--- config.mk ---
export PLATFORM = sky130hd
export DESIGN_NAME = pc_halt_monitor
export DESIGN_NICKNAME = d
export VERILOG_FILES = /design/src/rtl/pc_halt_monitor_pkg.sv /design/src/rtl/pc_trace_ring.sv /design/src/rtl/pc_halt_monitor.sv
export SDC_FILE = /design/constraint.sdc
export NUM_CORES = 1
export LEC_CHECK = 0
export BUFFER_PORTS_ARGS = -buffer_cell sky130_fd_sc_hd__buf_4
export CAP_MARGIN = 20
export CORE_MARGIN = 8
export CORE_UTILIZATION = 59
export CTS_CLUSTER_DIAMETER = 60
export DETAILED_ROUTE_END_ITERATION = 8
export HOLD_SLACK_MARGIN = 0.15
export PLACE_DENSITY = 0.89
export REMOVE_ABC_BUFFERS = 1
export SETUP_SLACK_MARGIN = 0.05
export SLEW_MARGIN = 20
export SYNTH_ARGS = -nofsm -noshare
export SYNTH_HDL_FRONTEND = slang
export SYNTH_SLANG_ARGS = --single-unit
--- constraint.sdc ---
create_clock -name clk -period 8 [get_ports clk]
set_input_delay 0.4 -clock clk [delete_from_list [all_inputs] [get_ports clk]]
set_output_delay 0.4 -clock clk [all_outputs]
set_load 0.02 [all_outputs]
--- src/rtl/pc_halt_monitor_pkg.sv ---
// Shared types for the PC halt monitor and its bench.
//   halt_cause_t : why the monitor stopped (NONE/ADDR/STALL/TIMEOUT)
//   mon_state_t  : monitor FSM states (ARM/RUN/HALTED)
//   HALT_ADDR_DEF: default end-of-program PC
package xgriscv_mon_pkg;

  typedef enum logic [1:0] {
    CAUSE_NONE    = 2'd0,
    CAUSE_ADDR    = 2'd1,
    CAUSE_STALL   = 2'd2,
    CAUSE_TIMEOUT = 2'd3
  } halt_cause_t;

  typedef enum logic [1:0] {
    ST_ARM    = 2'd0,
    ST_RUN    = 2'd1,
    ST_HALTED = 2'd2
  } mon_state_t;

  localparam logic [31:0] HALT_ADDR_DEF = 32'h0000_0CCC;

endpackage

--- src/rtl/pc_trace_ring.sv ---
// PC history ring buffer.
// Ports:
//   clk, rstn (sync, active-high)  - clock / reset (clears pointer and all entries)
//   push, din                      - write din at wptr, then advance wptr
//   idx                            - history index, 0 = most recent push
//   dout                           - combinational read of entry[wptr-1-idx]
module pc_trace_ring #(
  parameter int DEPTH = 8,
  parameter int IW    = $clog2(DEPTH)
) (
  input  logic          clk,
  input  logic          rstn,
  input  logic          push,
  input  logic [31:0]   din,
  input  logic [IW-1:0] idx,
  output logic [31:0]   dout
);

  logic [DEPTH-1:0][31:0] entry;
  logic [IW-1:0]          wptr;
  logic [IW-1:0]          rptr;

  // DEPTH is a power of two, so pointer arithmetic wraps for free.
  assign rptr = wptr - IW'(1) - idx;
  assign dout = entry[rptr];

  always_ff @(posedge clk) begin
    if (rstn) begin
      entry <= '0;
      wptr  <= '0;
    end else if (push) begin
      entry[wptr] <= din;
      wptr        <= wptr + IW'(1);
    end
  end

endmodule

--- src/rtl/pc_halt_monitor.sv ---
// End-of-program detector watching the core PC.
// Halts (sticky until reset) when PC hits HALT_ADDR, PC is unchanged for
// STALL_LIMIT consecutive samples, or cycle_cnt reaches TIMEOUT
// (priority ADDR > STALL > TIMEOUT). Also counts cycles and PC changes.
// Optional feature: define PC_TRACE_BUFFER_EN to build the PC history ring;
// otherwise trace_pc is tied to 0 and trace_idx is ignored.
// Ports:
//   clk, rstn (sync, active-high), en (hold all state when low)
//   pc            - sampled core PC
//   halt, halt_cause, halt_pc - registered halt status
//   cycle_cnt, pc_change_cnt  - saturating statistics
//   trace_idx, trace_pc       - PC history read port
module pc_halt_monitor
  import xgriscv_mon_pkg::*;
#(
  parameter logic [31:0] HALT_ADDR   = HALT_ADDR_DEF,
  parameter int          STALL_LIMIT = 16,
  parameter int          TIMEOUT     = 100000,
  parameter int          CNT_W       = 32,
  parameter int          TRACE_DEPTH = 8,
  parameter int          IW          = $clog2(TRACE_DEPTH)
) (
  input  logic             clk,
  input  logic             rstn,
  input  logic             en,
  input  logic [31:0]      pc,
  output logic             halt,
  output logic [1:0]       halt_cause,
  output logic [31:0]      halt_pc,
  output logic [CNT_W-1:0] cycle_cnt,
  output logic [CNT_W-1:0] pc_change_cnt,
  input  logic [IW-1:0]    trace_idx,
  output logic [31:0]      trace_pc
);

  localparam int SW = $clog2(STALL_LIMIT + 1);

  mon_state_t       state;
  halt_cause_t      cause;
  logic [31:0]      prev_pc;
  logic [SW-1:0]    stall_cnt;

  logic             pc_chg;
  logic [CNT_W-1:0] cyc_nxt;
  logic [CNT_W-1:0] chg_nxt;
  logic [SW-1:0]    stall_nxt;
  halt_cause_t      cause_nxt;
  logic             push;

  assign halt_cause = cause;

  // Post-update values used by the RUN-state halt check.
  always_comb begin
    pc_chg    = (pc != prev_pc);
    cyc_nxt   = (cycle_cnt == '1) ? cycle_cnt : cycle_cnt + CNT_W'(1);
    chg_nxt   = (pc_change_cnt == '1) ? pc_change_cnt : pc_change_cnt + CNT_W'(1);
    stall_nxt = pc_chg ? '0 : ((stall_cnt == '1) ? stall_cnt : stall_cnt + SW'(1));
    cause_nxt = CAUSE_NONE;
    if (pc == HALT_ADDR)                  cause_nxt = CAUSE_ADDR;
    else if (stall_nxt == SW'(STALL_LIMIT - 1)) cause_nxt = CAUSE_STALL;
    else if (cyc_nxt == CNT_W'(TIMEOUT))  cause_nxt = CAUSE_TIMEOUT;
  end

  always_ff @(posedge clk) begin
    if (rstn) begin
      state         <= ST_ARM;
      halt          <= 1'b0;
      cause         <= CAUSE_NONE;
      halt_pc       <= '0;
      cycle_cnt     <= '0;
      pc_change_cnt <= '0;
      prev_pc       <= '0;
      stall_cnt     <= '0;
    end else if (en) begin
      case (state)
        ST_ARM: begin
          prev_pc   <= pc;
          cycle_cnt <= CNT_W'(1);
          stall_cnt <= '0;
          if (pc == HALT_ADDR) begin
            state   <= ST_HALTED;
            halt    <= 1'b1;
            cause   <= CAUSE_ADDR;
            halt_pc <= pc;
          end else begin
            state   <= ST_RUN;
          end
        end
        ST_RUN: begin
          cycle_cnt <= cyc_nxt;
          stall_cnt <= stall_nxt;
          prev_pc   <= pc;
          if (pc_chg) pc_change_cnt <= chg_nxt;
          if (cause_nxt != CAUSE_NONE) begin
            state   <= ST_HALTED;
            halt    <= 1'b1;
            cause   <= cause_nxt;
            halt_pc <= pc;
          end
        end
        default: ; // HALTED: frozen until reset
      endcase
    end
  end

  // First armed sample always enters history; afterwards only PC changes.
  assign push = !rstn && en &&
                ((state == ST_ARM) || ((state == ST_RUN) && pc_chg));

`ifdef PC_TRACE_BUFFER_EN
  pc_trace_ring #(.DEPTH(TRACE_DEPTH), .IW(IW)) u_ring (
    .clk  (clk),
    .rstn (rstn),
    .push (push),
    .din  (pc),
    .idx  (trace_idx),
    .dout (trace_pc)
  );
`else
  logic unused_trace;
  assign unused_trace = push ^ (^trace_idx);
  assign trace_pc     = 32'h0;
`endif

endmodule

* Word level (Yosys, flattened, before mapping)
Index checks and enable logic that the tools add are counted.
** Operators by class
- Add/sub/neg operators :: 3
- Multiply operators :: 0
- Div/mod/pow operators :: 0
- $lt $le $gt $ge :: 0
- Equal/unequal tests :: 10
- Shift-type cells :: 0
- Multiplexer cells :: 20
- Bitwise logic cells :: 1
- Reduce and logical (&&, ||, !) cells :: 9
** Operator list (number)
- case mux 32 bit (2 select lines) :: 2
- 2-to-1 mux 32 bit :: 3
- adder 32 x 1 -> 32 bit (second input constant) :: 2
- equality test 32 bit (second input constant) :: 2
- equality test 32 x 12 -> 1 bit (second input constant) :: 1
- equality test 32 x 17 -> 1 bit (second input constant) :: 1
- != test 32 bit :: 1
- 2-to-1 mux 2 bit :: 7
- 2-to-1 mux 5 bit :: 2
- case mux 5 bit (2 select lines) :: 1
- case mux 2 bit (2 select lines) :: 2
- AND reduction 4 bit :: 2
- adder 5 x 1 -> 5 bit (second input constant) :: 1
- equality test 5 x 4 -> 1 bit (second input constant) :: 1
- equality test 5 bit (second input constant) :: 1
- != test 2 bit (second input constant) :: 2
- AND reduction 2 bit :: 2
- nonzero test 2 bit :: 2
- AND reduction 3 bit :: 1
- equality test 2 x 1 -> 1 bit (second input constant) :: 1
- logical NOT 2 bit :: 1
- 2-to-1 mux 1 bit :: 2
- case mux 1 bit (2 select lines) :: 1
- OR reduction 2 bit :: 1
- NOT 1 bit :: 1
** Word-level totals
- Register bits after elaboration :: 138
- Bits in latches :: 0
- RAM bits :: 0
- Bits in read-only memories :: 0
- Input bits :: 38
- Output and inout port bits :: 131
- Word-level logic and storage cells :: 51
- Memories :: 0

* Longest topological paths before layout
Gate-level depths: netlist of run 1.
- Depth in word-level cells :: 9
- Depth in mapped cells :: 12
- Mapped depth without buffers :: 9

* Worst setup path before layout of run 1
Ideal clock, no wire load.
- Kind :: register to register
- From :: reg cycle_cnt[4]
- To :: reg halt_pc[23]
- Library setup time :: 0.072 ns
- Arrival :: 3.145 ns
- Data required time :: 7.928 ns
- Slack :: 4.783 ns
- Stages on the path, launching flop included :: 13
- Path buffers :: 4
- Period minus slack after synthesis :: 3.217 ns
- Cells stage by stage :: dfxtp_1 -> buf_2 -> nand4_4 -> or4_4 -> buf_6 -> nor3_2 -> xor2_1 -> or4_1 -> nor4_1 -> a221o_1 -> buf_6 -> buf_8 -> mux2i_1
** On the way
- Word-level cells in the longest chain between the ends :: 9
- Elaborated cells between the ends (all ways) :: 10
- Those cells by class :: add/sub (1); eq/ne (3); mux (4); reduce/logical (2)
** RTL lines
- start, declared :: line pc_halt_monitor.sv:30 : output logic [CNT_W-1:0] cycle_cnt,
- start signal, assigned :: line pc_halt_monitor.sv:90 : cycle_cnt <= cyc_nxt;
- adder 32 x 1 -> 32 bit or equality test 32 bit (tied branches) :: line pc_halt_monitor.sv:55 : cyc_nxt = (cycle_cnt == '1) ? cycle_cnt : cycle_cnt + CNT_W'(1);
- 2-to-1 mux 32 bit * :: line pc_halt_monitor.sv:55
- equality test 32 x 17 -> 1 bit * :: line pc_halt_monitor.sv:61 : else if (cyc_nxt == CNT_W'(TIMEOUT)) cause_nxt = CAUSE_TIMEOUT;
- 2-to-1 mux 2 bit * :: line pc_halt_monitor.sv:61
- 2-to-1 mux 2 bit * :: line pc_halt_monitor.sv:60 : else if (stall_nxt == SW'(STALL_LIMIT - 1)) cause_nxt = CAUSE_STALL;
- 2-to-1 mux 2 bit * :: line pc_halt_monitor.sv:59 : if (pc == HALT_ADDR) cause_nxt = CAUSE_ADDR;
- nonzero test 2 bit * :: line pc_halt_monitor.sv:94 : if (cause_nxt != CAUSE_NONE) begin
- != test 2 bit (no source line) *
- AND reduction 4 bit (no source line) *
- end signal, assigned :: line pc_halt_monitor.sv:84 : halt_pc <= pc;
- end signal, assigned :: line pc_halt_monitor.sv:98 : halt_pc <= pc;
- end, declared :: line pc_halt_monitor.sv:29 : output logic [31:0] halt_pc,
Every way passes the cells marked *; elsewhere a longest branch is shown, timed or not.
A chain may end at the register's enable or synchronous reset.

* Worst setup path after layout of run 1
- From :: reg cycle_cnt[0]
- To :: reg halt_pc[8]
The elaborated chain is that of the path after synthesis.

==> key figures, run 1 <==
Logic synthesis
  – Post-synthesis xor/xnor area fraction: 8.68%
  – Share of the yosys chip area belonging to registers: 36.0%
  – Mapped Area: 7670 um^2
  – Dominant synthesized flop cell: dfxtp_1
  – Post-synthesis compound-gate area fraction: 12.0%
  – Post-synthesis simple-gate area fraction: 30.4%
  – Synth Instances: 956
  – Distinct cell type count after synthesis: 63
  – Ys Warns: 0
  – Async S/R FF share, synth: 0%
  – Post-synthesis mux area share: 4.58%
  – Synth Register Bits: 138
  – Post-Synth Adder-Cell Area: 0.489%
  – Combinational family with the most area after synthesis: simple AND/OR/NAND/NOR gates
  – Synth Area per Inst: 8.02 um^2
  – EDFF count, synth: 0

Timing
  – Worst-Margin Slew: 1.04 ns
  – Rel. slew slack: 30.7%
  – RSZ-0062 raised after global routing: false
  – Final hold violations: 0
  – Skew final: 0.00751 ns
  – Fmax: 0.238 GHz
  – Setup slack after layout: 3.80 ns
  – Max Slew Vio Count: 0
  – Setup-failing EPs final: 0
  – Final worst path period share: 52.6%
  – Fin crit period: 4.20 ns
  – Sum Neg Setup Slack: 0 ns

Worst hold path
  – Hold depth: 3
  – Hold Crit Class: in2reg

Global route
  – Initial antenna violation count: 0
  – Grt ovf: 0
  – Largest net degree at the start of global routing: 109
  – Vias in the first global route: 6421
  – First-pass GRT wire length: 31700 um
  – GRT Resource Usage Total: 23.1%

Floorplan
  – Die Y: 130 um
  – Die W: 130 um
  – I/O pin cnt: 169
  – Starting Density: 60.5%
  – Core Region: 12700 um^2
  – Die area: 16900 um^2
  – Row Count: 41

Setup path
  – Reg2Reg Setup Slack: 3.80 ns
  – CP Capture Type: flip-flop
  – Critical Path Start Type: flip-flop
  – Crit path DAT: 4.54 ns
  – Depth of the most critical reg-to-reg path: 9
  – Critical path class: reg2reg
  – Critical-path cell list: ha_1 -> nand3_1 -> nor4_4 -> and4bb_2 -> xnor2_1 -> a31oi_1 -> nor4_2 -> a221o_2 -> mux2i_1
  – Largest stage delay on the critical path: 0.90 ns
  – Worst path slowest cell: a221o_2
  – Critical-path maximum fanout: 34
  – Req. time, crit path: 8.34 ns

Drt
  – Detail Route Antenna Nets: 0
  – Vias per cell: 5.73
  – Drt drc: 0
  – Routed wire length: 19700 um
  – Via count: 7045
  – First-pass detailed-route iteration total: 5
  – Wire per inst: 16.0 um
  – Number of DRC markers in iteration 0: 761

Final layout
  – ANT cells: 0
  – Layout Nets: 1087
  – # fillers: 1006
  – Share of cells above drive strength 1: 17.3%
  – Layout area overhead: 17.9%

CTS
  – H-tree depth: 4
  – Post-CTS Setup Repair Bufs: 0
  – Cts hold-fix bufs: 0
  – Register clock-pin slew on the reported worst setup and hold paths: 0.06 ns
  – Clock Latency Late Sink: 0.42 ns
  – PostCTS Resize Cnt: 0
  – Clock sink total: 138
  – Clock Tree Buf Depth: 2
  – CTS tree: yes
  – CTS Buf Count: 17
  – Clock Tree Root: clkbuf_16

Power and ir drop
  – Power Density: 172 nW/um^2
  – Lkg Pwr: 3.43 nW
  – Worst vdd ir: 0.117 mV

Placement
  – Post-place setup slack: 3.82 ns
  – GPL Wtd Cong: 0.933
  – IO Port Bufs: 133
  – Dpl hpwl: 13500 um

Run
  – # Max-Cap Violations: 0

Status
  – Status: complete, no violations
## cell type report
type	instances	area, um^2	area share [%]
inverters	12	45.0	0.498
multi-input cells	741	4440	49.1
clock inverters	10	96.3	1.07
repair buffers	136	1020	11.3
well taps	172	215	2.38
clock buffers	21	460	5.09
flip-flops and latches	138	2760	30.6
## placed cells by master, fill, tap and decap left out, types with 7 or more instances in the layout
cell type and instances:
nor4_1 41, inv_1 12, a21oi_1 74, nor2_1 81, conb_1 32, mux2i_1 34
nor3_1 30, xor2_1 42, nand4_1 30, clkbuf_16 17, dfxtp_1 138, buf_4 136
o21ai_0 28, and4_1 12, and3_1 8, nand2_1 117, a211oi_1 7, nand3_1 24
xnor2_1 34, or3_1 7, nand2b_1 68
## power breakdown
part | switching [W] | leakage, nW | internal (W) | total [W]
logic | 0.0000748 | 2.04 | 0.0000397 | 0.000115
registers | 0.00000990 | 1.12 | 0.000698 | 0.000708
clock network | 0.000293 | 0.273 | 0.000442 | 0.000735
## worst max-delay path, delay by kind of cell, from the launching register on
kind                     cells  cell delay, ns
multiplexers                 1            0.29
adder cells (fa/ha/maj)      1            0.27
flip-flops                   1            0.45
AND/OR/NAND/NOR              4            1.89
XOR/XNOR                     1            0.14
AO/OA/AOI/OAI                2            1.03
## routing by layer
layer / up-vias / share of wire [%] / GRT usage, %
li1: 3463 / - / -
met4: 0 / 1.6 / 9.22
met5: - / 0 / 0
met1: 3284 / 43 / 29.9
met3: 24 / 8.6 / 5.47
met2: 274 / 47 / 36.6
## Yosys cell counts (all sizes together) (2+ instances only)
cell type    n  share of area (%)
dfxtp      138                 36
nand2      117                5.7
nor2        81                4.0
a21oi       74                4.8
nand2b      69                5.6
buf         48                4.8
clkbuf      48                2.3
nor4        43                3.8
xor2        42                4.8
mux2i       34                4.4
xnor2       34                3.9
nand4       31                2.7
nor3        31                2.1
o21ai       29                1.9
nand3       24                1.6
and4        12                1.4
inv         12               0.59
and3         8               0.65
a211oi       7               0.69
or3          7               0.57
a31oi        6               0.49
or4          6               0.64
a21boi       5               0.49
and2         5               0.41
a22oi        3               0.29
ha           3               0.49
nor4b        3               0.34
o21a         3               0.29
or2          3               0.24
a2111oi      2               0.72
a211o        2               0.23
a21o         2               0.20
a22o         2               0.23
a311oi       2               0.23
a31o         2               0.23
nand3b       2               0.20
## stage by stage
step                      hold WS, ns  cells  total power (W)  area (um^2)  util (%)
final                           0.257   1230          0.00156         9040      71.3
after global routing            0.252   1230          0.00161         9040      71.3
after CTS                       0.242   1230          0.00157         9040      71.3
after detailed placement        0.459   1199         0.000835         8480      66.9
after global placement          0.440   1199         0.000831         8480      66.9
after floorplan                 0.442    891         0.000784         7240         -
## kinds of logic after synthesis
group / Yosys count
DFF: 138
AOI/OAI and AO/OA: 149
muxes: 35
and+or+nand+nor: 446
xor gates and xnor gates: 76
adders and majority gates: 3
other: 1
buffers and inverters: 108
## path summary, 6_finish.rpt
check                                 start                 endpoint
setup / recovery  cycle_cnt[0]$_SDFFE_PP0P_  halt_pc[8]$_SDFFE_PP0P_
hold / removal                        pc[3]  prev_pc[3]$_SDFFE_PP0P_
setup reg to reg  cycle_cnt[0]$_SDFFE_PP0P_  halt_pc[8]$_SDFFE_PP0P_
hold reg to reg     prev_pc[3]$_SDFFE_PP0P_  prev_pc[3]$_SDFFE_PP0P_
## sequential cells by signal, indices dropped and copies added (netlist names)
register       flops
stall_cnt          5
halt_pc           32
prev_pc           32
state              2
halt_cause         2
halt               1
cycle_cnt         32
pc_change_cnt     32
Power figures use the tool's default switching activity.
==> run 2, diff against run 1 <==
--- a/config.mk
+++ b/config.mk
@@ -5,14 +5,15 @@
 export SDC_FILE = /design/constraint.sdc
 export NUM_CORES = 1
 export LEC_CHECK = 0
+export ABC_AREA = 1
 export BUFFER_PORTS_ARGS = -buffer_cell sky130_fd_sc_hd__buf_4
 export CAP_MARGIN = 20
 export CORE_MARGIN = 8
-export CORE_UTILIZATION = 59
+export CORE_UTILIZATION = 50
 export CTS_CLUSTER_DIAMETER = 60
 export DETAILED_ROUTE_END_ITERATION = 8
 export HOLD_SLACK_MARGIN = 0.15
-export PLACE_DENSITY = 0.89
+export PLACE_DENSITY = 0.8
 export REMOVE_ABC_BUFFERS = 1
 export SETUP_SLACK_MARGIN = 0.05
 export SLEW_MARGIN = 20
==> constraint.sdc (replaced) <==
create_clock -name clk -period 3.45 [get_ports clk]
set_input_delay 0.1725 -clock clk [delete_from_list [all_inputs] [get_ports clk]]
set_output_delay 0.1725 -clock clk [all_outputs]
set_load 0.02 [all_outputs]
==> key figures, run 2 <==
Drt
  – DR WL met3: 1470 um (-13%)
  – Top sig layer: met4
  – Number of DRC markers in iteration 0: 606 (-20%)
  – Via count: 7897 (+12%)
  – Wl on met1: 9440 um (+11%)
  – Drt drc: 0 (unchanged)
  – Detail Route Antenna Nets: 0 (unchanged)
  – Met2 WL: 10200 um (+11%)
  – Wire per inst: 13.6 um (-15%)
  – Routed wire length: 21300 um (+8.5%)
  – First-pass detailed-route iteration total: 6 (+1)
  – Vias per cell: 5.03 (-12%)

Final layout
  – Layout Cells excl Fill: 1570 (+28%)
  – Sequential standard cell area: 2760 um^2 (unchanged)
  – Layout area overhead: 24.5%
  – Most frequent cells in the layout: nand2_1 (332), nor2_1 (198), buf_4 (143)
  – ANT cells: 0 (unchanged)
  – # fillers: 1377 (+37%)
  – Commonest non-fill, non-tap cell in the layout: nand2_1
  – Multi-input logic area: 4160 um^2 (-6.2%)
  – Share of cells above drive strength 1: 13.8% (-3.5 points)
  – Final Util: 63.6% (-7.8 points)
  – Layout Nets: 1410 (+30%)

CTS
  – PostCTS Resize Cnt: 0 (unchanged)
  – CTS tree: yes
  – Clock Tree Buf Depth: 2 (unchanged)
  – Register clock-pin slew on the reported worst setup and hold paths: 0.06 ns (about the same)
  – Clock Latency Late Sink: 0.43 ns (about the same)
  – Clock Tree Root: clkbuf_16
  – Clock sink total: 138 (unchanged)
  – H-tree depth: 4 (unchanged)
  – CTS Buf Count: 17 (unchanged)

Setup path
  – Crit path from: cycle_cnt[1]$_SDFFE_PP0P_
  – Req. time, crit path: 3.82 ns (-4.52 ns)
  – Worst path slowest cell: dfxtp_1
  – R2R Path End: halt_pc[30]$_SDFFE_PP0P_
  – Critical-path maximum fanout: 54 (+59%)
  – Critical path class: reg2reg
  – CP Capture Type: flip-flop
  – Largest stage delay on the critical path: 0.44 ns (-0.46 ns)
  – CP endpoint: halt_pc[30]$_SDFFE_PP0P_
  – Most used cell, CP: nand2_1
  – Critical Path Start Type: flip-flop
  – Critical-path cell list: ha_1 -> nand3_2 -> inv_2 -> nand2_2 -> nor2_8 -> nand2_4 -> buf_4 -> nand2_1 -> nand2_1 -> nor2_1 -> nand4_1 -> nor2_1 -> nand2_1 -> nand2_1 -> nand3_4 -> buf_12 -> nand2_1 -> nand2_1 -> nor2_1
  – Crit path DAT: 3.50 ns (-1.04 ns)
  – Depth of the most critical reg-to-reg path: 19 (+10)
  – FF-to-FF Start: cycle_cnt[1]$_SDFFE_PP0P_
  – Reg2Reg Setup Slack: 0.31 ns (-3.48 ns)

Logic synthesis
  – Synth Area per Inst: 6.38 um^2 (-20%)
  – Post-Synth Adder-Cell Area: 0.483% (-0.0060 points)
  – Top cells by area, synth: dfxtp_1 (36%), nand2_1 (16%), nor2_1 (9.7%)
  – Post-synthesis compound-gate area fraction: 10.4% (-1.6 points)
  – Combinational family with the most area after synthesis: simple AND/OR/NAND/NOR gates
  – EDFF count, synth: 0 (unchanged)
  – Post-synthesis mux area share: 0% (-4.6 points)
  – Mapped Area: 7760 um^2 (+1.2%)
  – Count leader, synth: nand2_1
  – Async S/R FF share, synth: 0% (unchanged)
  – Synth area leader: dfxtp_1
  – Share of the yosys chip area belonging to registers: 35.6% (-0.44 points)
  – Synth top area share: 35.6% (-0.44 points)
  – Ys Warns: 0 (unchanged)
  – Dominant synthesized flop cell: dfxtp_1
  – Distinct cell type count after synthesis: 35 (-44%)
  – Post-synthesis simple-gate area fraction: 34.5% (+4.1 points)
  – List of most frequent post-synthesis cells: nand2_1 (332), nor2_1 (200), dfxtp_1 (138)
  – Post-synthesis xor/xnor area fraction: 6.54% (-2.1 points)
  – Synth Instances: 1216 (+27%)
  – Synth Register Bits: 138 (unchanged)

Floorplan
  – Core Region: 15200 um^2 (+20%)
  – Die area: 19800 um^2 (+17%)
  – Row Count: 45 (+9.8%)
  – Die W: 141 um (+8.2%)
  – Starting Density: 51.1% (-9.5 points)
  – I/O pin cnt: 169 (unchanged)
  – Die Y: 141 um (+8.2%)

Power and ir drop
  – Sequential power share: 43.9% (-1.5 points)
  – Lkg Pwr: 4.34 nW (+26%)
  – Internal power: 0.00278 W (+140%)
  – Gate power share: 12.7% (+5.3 points)
  – Final Power: 0.00388 W (+150%)
  – Net Sw Frac: 28.4% (+4.1 points)
  – Switching pwr: 0.00110 W (+190%)
  – Worst vdd ir: 0.379 mV (+220%)
  – Clock power share: 43.4% (-3.8 points)
  – Power Density: 401 nW/um^2 (+130%)

Timing
  – Worst-Margin Slew: 0.804 ns (-0.231 ns)
  – Fmax: 0.319 GHz (+34%)
  – Max Slew Vio Count: 0 (unchanged)
  – Setup-failing EPs final: 0 (unchanged)
  – Final hold violations: 0 (unchanged)
  – RSZ-0062 raised after global routing: false
  – Skew final: 0.0162 ns (+0.00868 ns)
  – Sum Neg Setup Slack: 0 ns (unchanged)
  – Fin crit period: 3.14 ns (-1.07 ns)
  – Final worst path period share: 90.9% (+38 points)
  – Rel. slew slack: 46.3% (+16 points)

Worst hold path
  – Hold Crit Class: in2reg

Placement
  – IO Port Bufs: 133 (unchanged)
  – GPL Wtd Cong: 0.918 (-1.7%)
  – Cell Count Post-Placement: 1506 (+26%)
  – Dpl hpwl: 15100 um (+12%)

Global route
  – Vias in the first global route: 7374 (+15%)
  – Initial antenna violation count: 0 (unchanged)
  – First-pass GRT wire length: 35400 um (+11%)
  – GRT Resource Usage Total: 21.6% (-1.6 points)
  – Grt ovf: 0 (unchanged)
  – Largest net degree at the start of global routing: 58 (-47%)

Run
  – # Max-Cap Violations: 0 (unchanged)

Status
  – Status: complete, no violations
-- run 2: power by group through the flow --
stage	Combinational [W]	Clock (W)	Sequential, W
after floorplan	0.000236	0	0.00177
after global placement	0.000449	0	0.00173
after detailed placement	0.000460	0	0.00174
after CTS	0.000491	0.00171	0.00170
after global routing	0.000548	0.00178	0.00171
final	0.000494	0.00168	0.00170
-- run 2: cell families after synthesis --
logic type / count (synthesis)
AO/OA/AOI/OAI: 158
XOR/XNOR: 58
adder cells (fa/ha/maj): 3
buffers and inverters: 214
flip-flops: 138
other: 1
AND/OR/NAND/NOR: 644
-- run 2: critical path, delay by kind of cell (launching register included) --
kind | cells | cell delay, ns
adders and majority gates | 1 | 0.37
and+or+nand+nor | 15 | 1.66
buffers and inverters | 3 | 0.57
DFF | 1 | 0.44
-- run 2: worst min-delay path by stage --
stage | start | end | slack [ns] | depth (start not counted)
2_1_floorplan | rstn | cycle_cnt[10]$_SDFFE_PP0P_ | 0.24 | 1
3_3_place_gp | pc[24] | halt_pc[24]$_SDFFE_PP0P_ | 0.43 | 3
3_5_place_dp | pc[22] | halt_pc[22]$_SDFFE_PP0P_ | 0.43 | 3
4_1_cts | en | prev_pc[3]$_SDFFE_PP0P_ | 0.24 | 5
5_1_grt | en | prev_pc[3]$_SDFFE_PP0P_ | 0.26 | 5
6_report | en | prev_pc[3]$_SDFFE_PP0P_ | 0.25 | 5
-- run 2: metal layers --
layer,up-vias,global-route usage (%)
met3,23,7.29
met1,3573,26.5
li1,4057,-
met5,-,0
met2,244,35.5
met4,0,5.83
-- run 2: area by class of cell --
class | instances | share of cell area, %
tap | 188 | 2.43
clock buffer | 18 | 4.44
multi-input combinational | 895 | 43.1
clock inverter | 14 | 1.19
timing repair buffer | 177 | 14.8
inverter | 140 | 5.44
sequential | 138 | 28.6
-- run 2: repair_timing --
action	in CTS	in global routing
hold buffers	32	0
endpoints found under the hold margin	64	0
setup buffers	0	0
-- run 2: metrics by stage --
| step | area [um^2] | setup slack [ns] | hold WS (ns) |
|---|---|---|---|
| global placement | 8780 | 0.464 | 0.425 |
| finish | 9660 | 0.313 | 0.251 |
| global route | 9660 | 0.0835 | 0.257 |
| detailed placement | 8800 | 0.414 | 0.431 |
| CTS | 9660 | 0.384 | 0.242 |
| floorplan | 7440 | 0.158 | 0.242 |
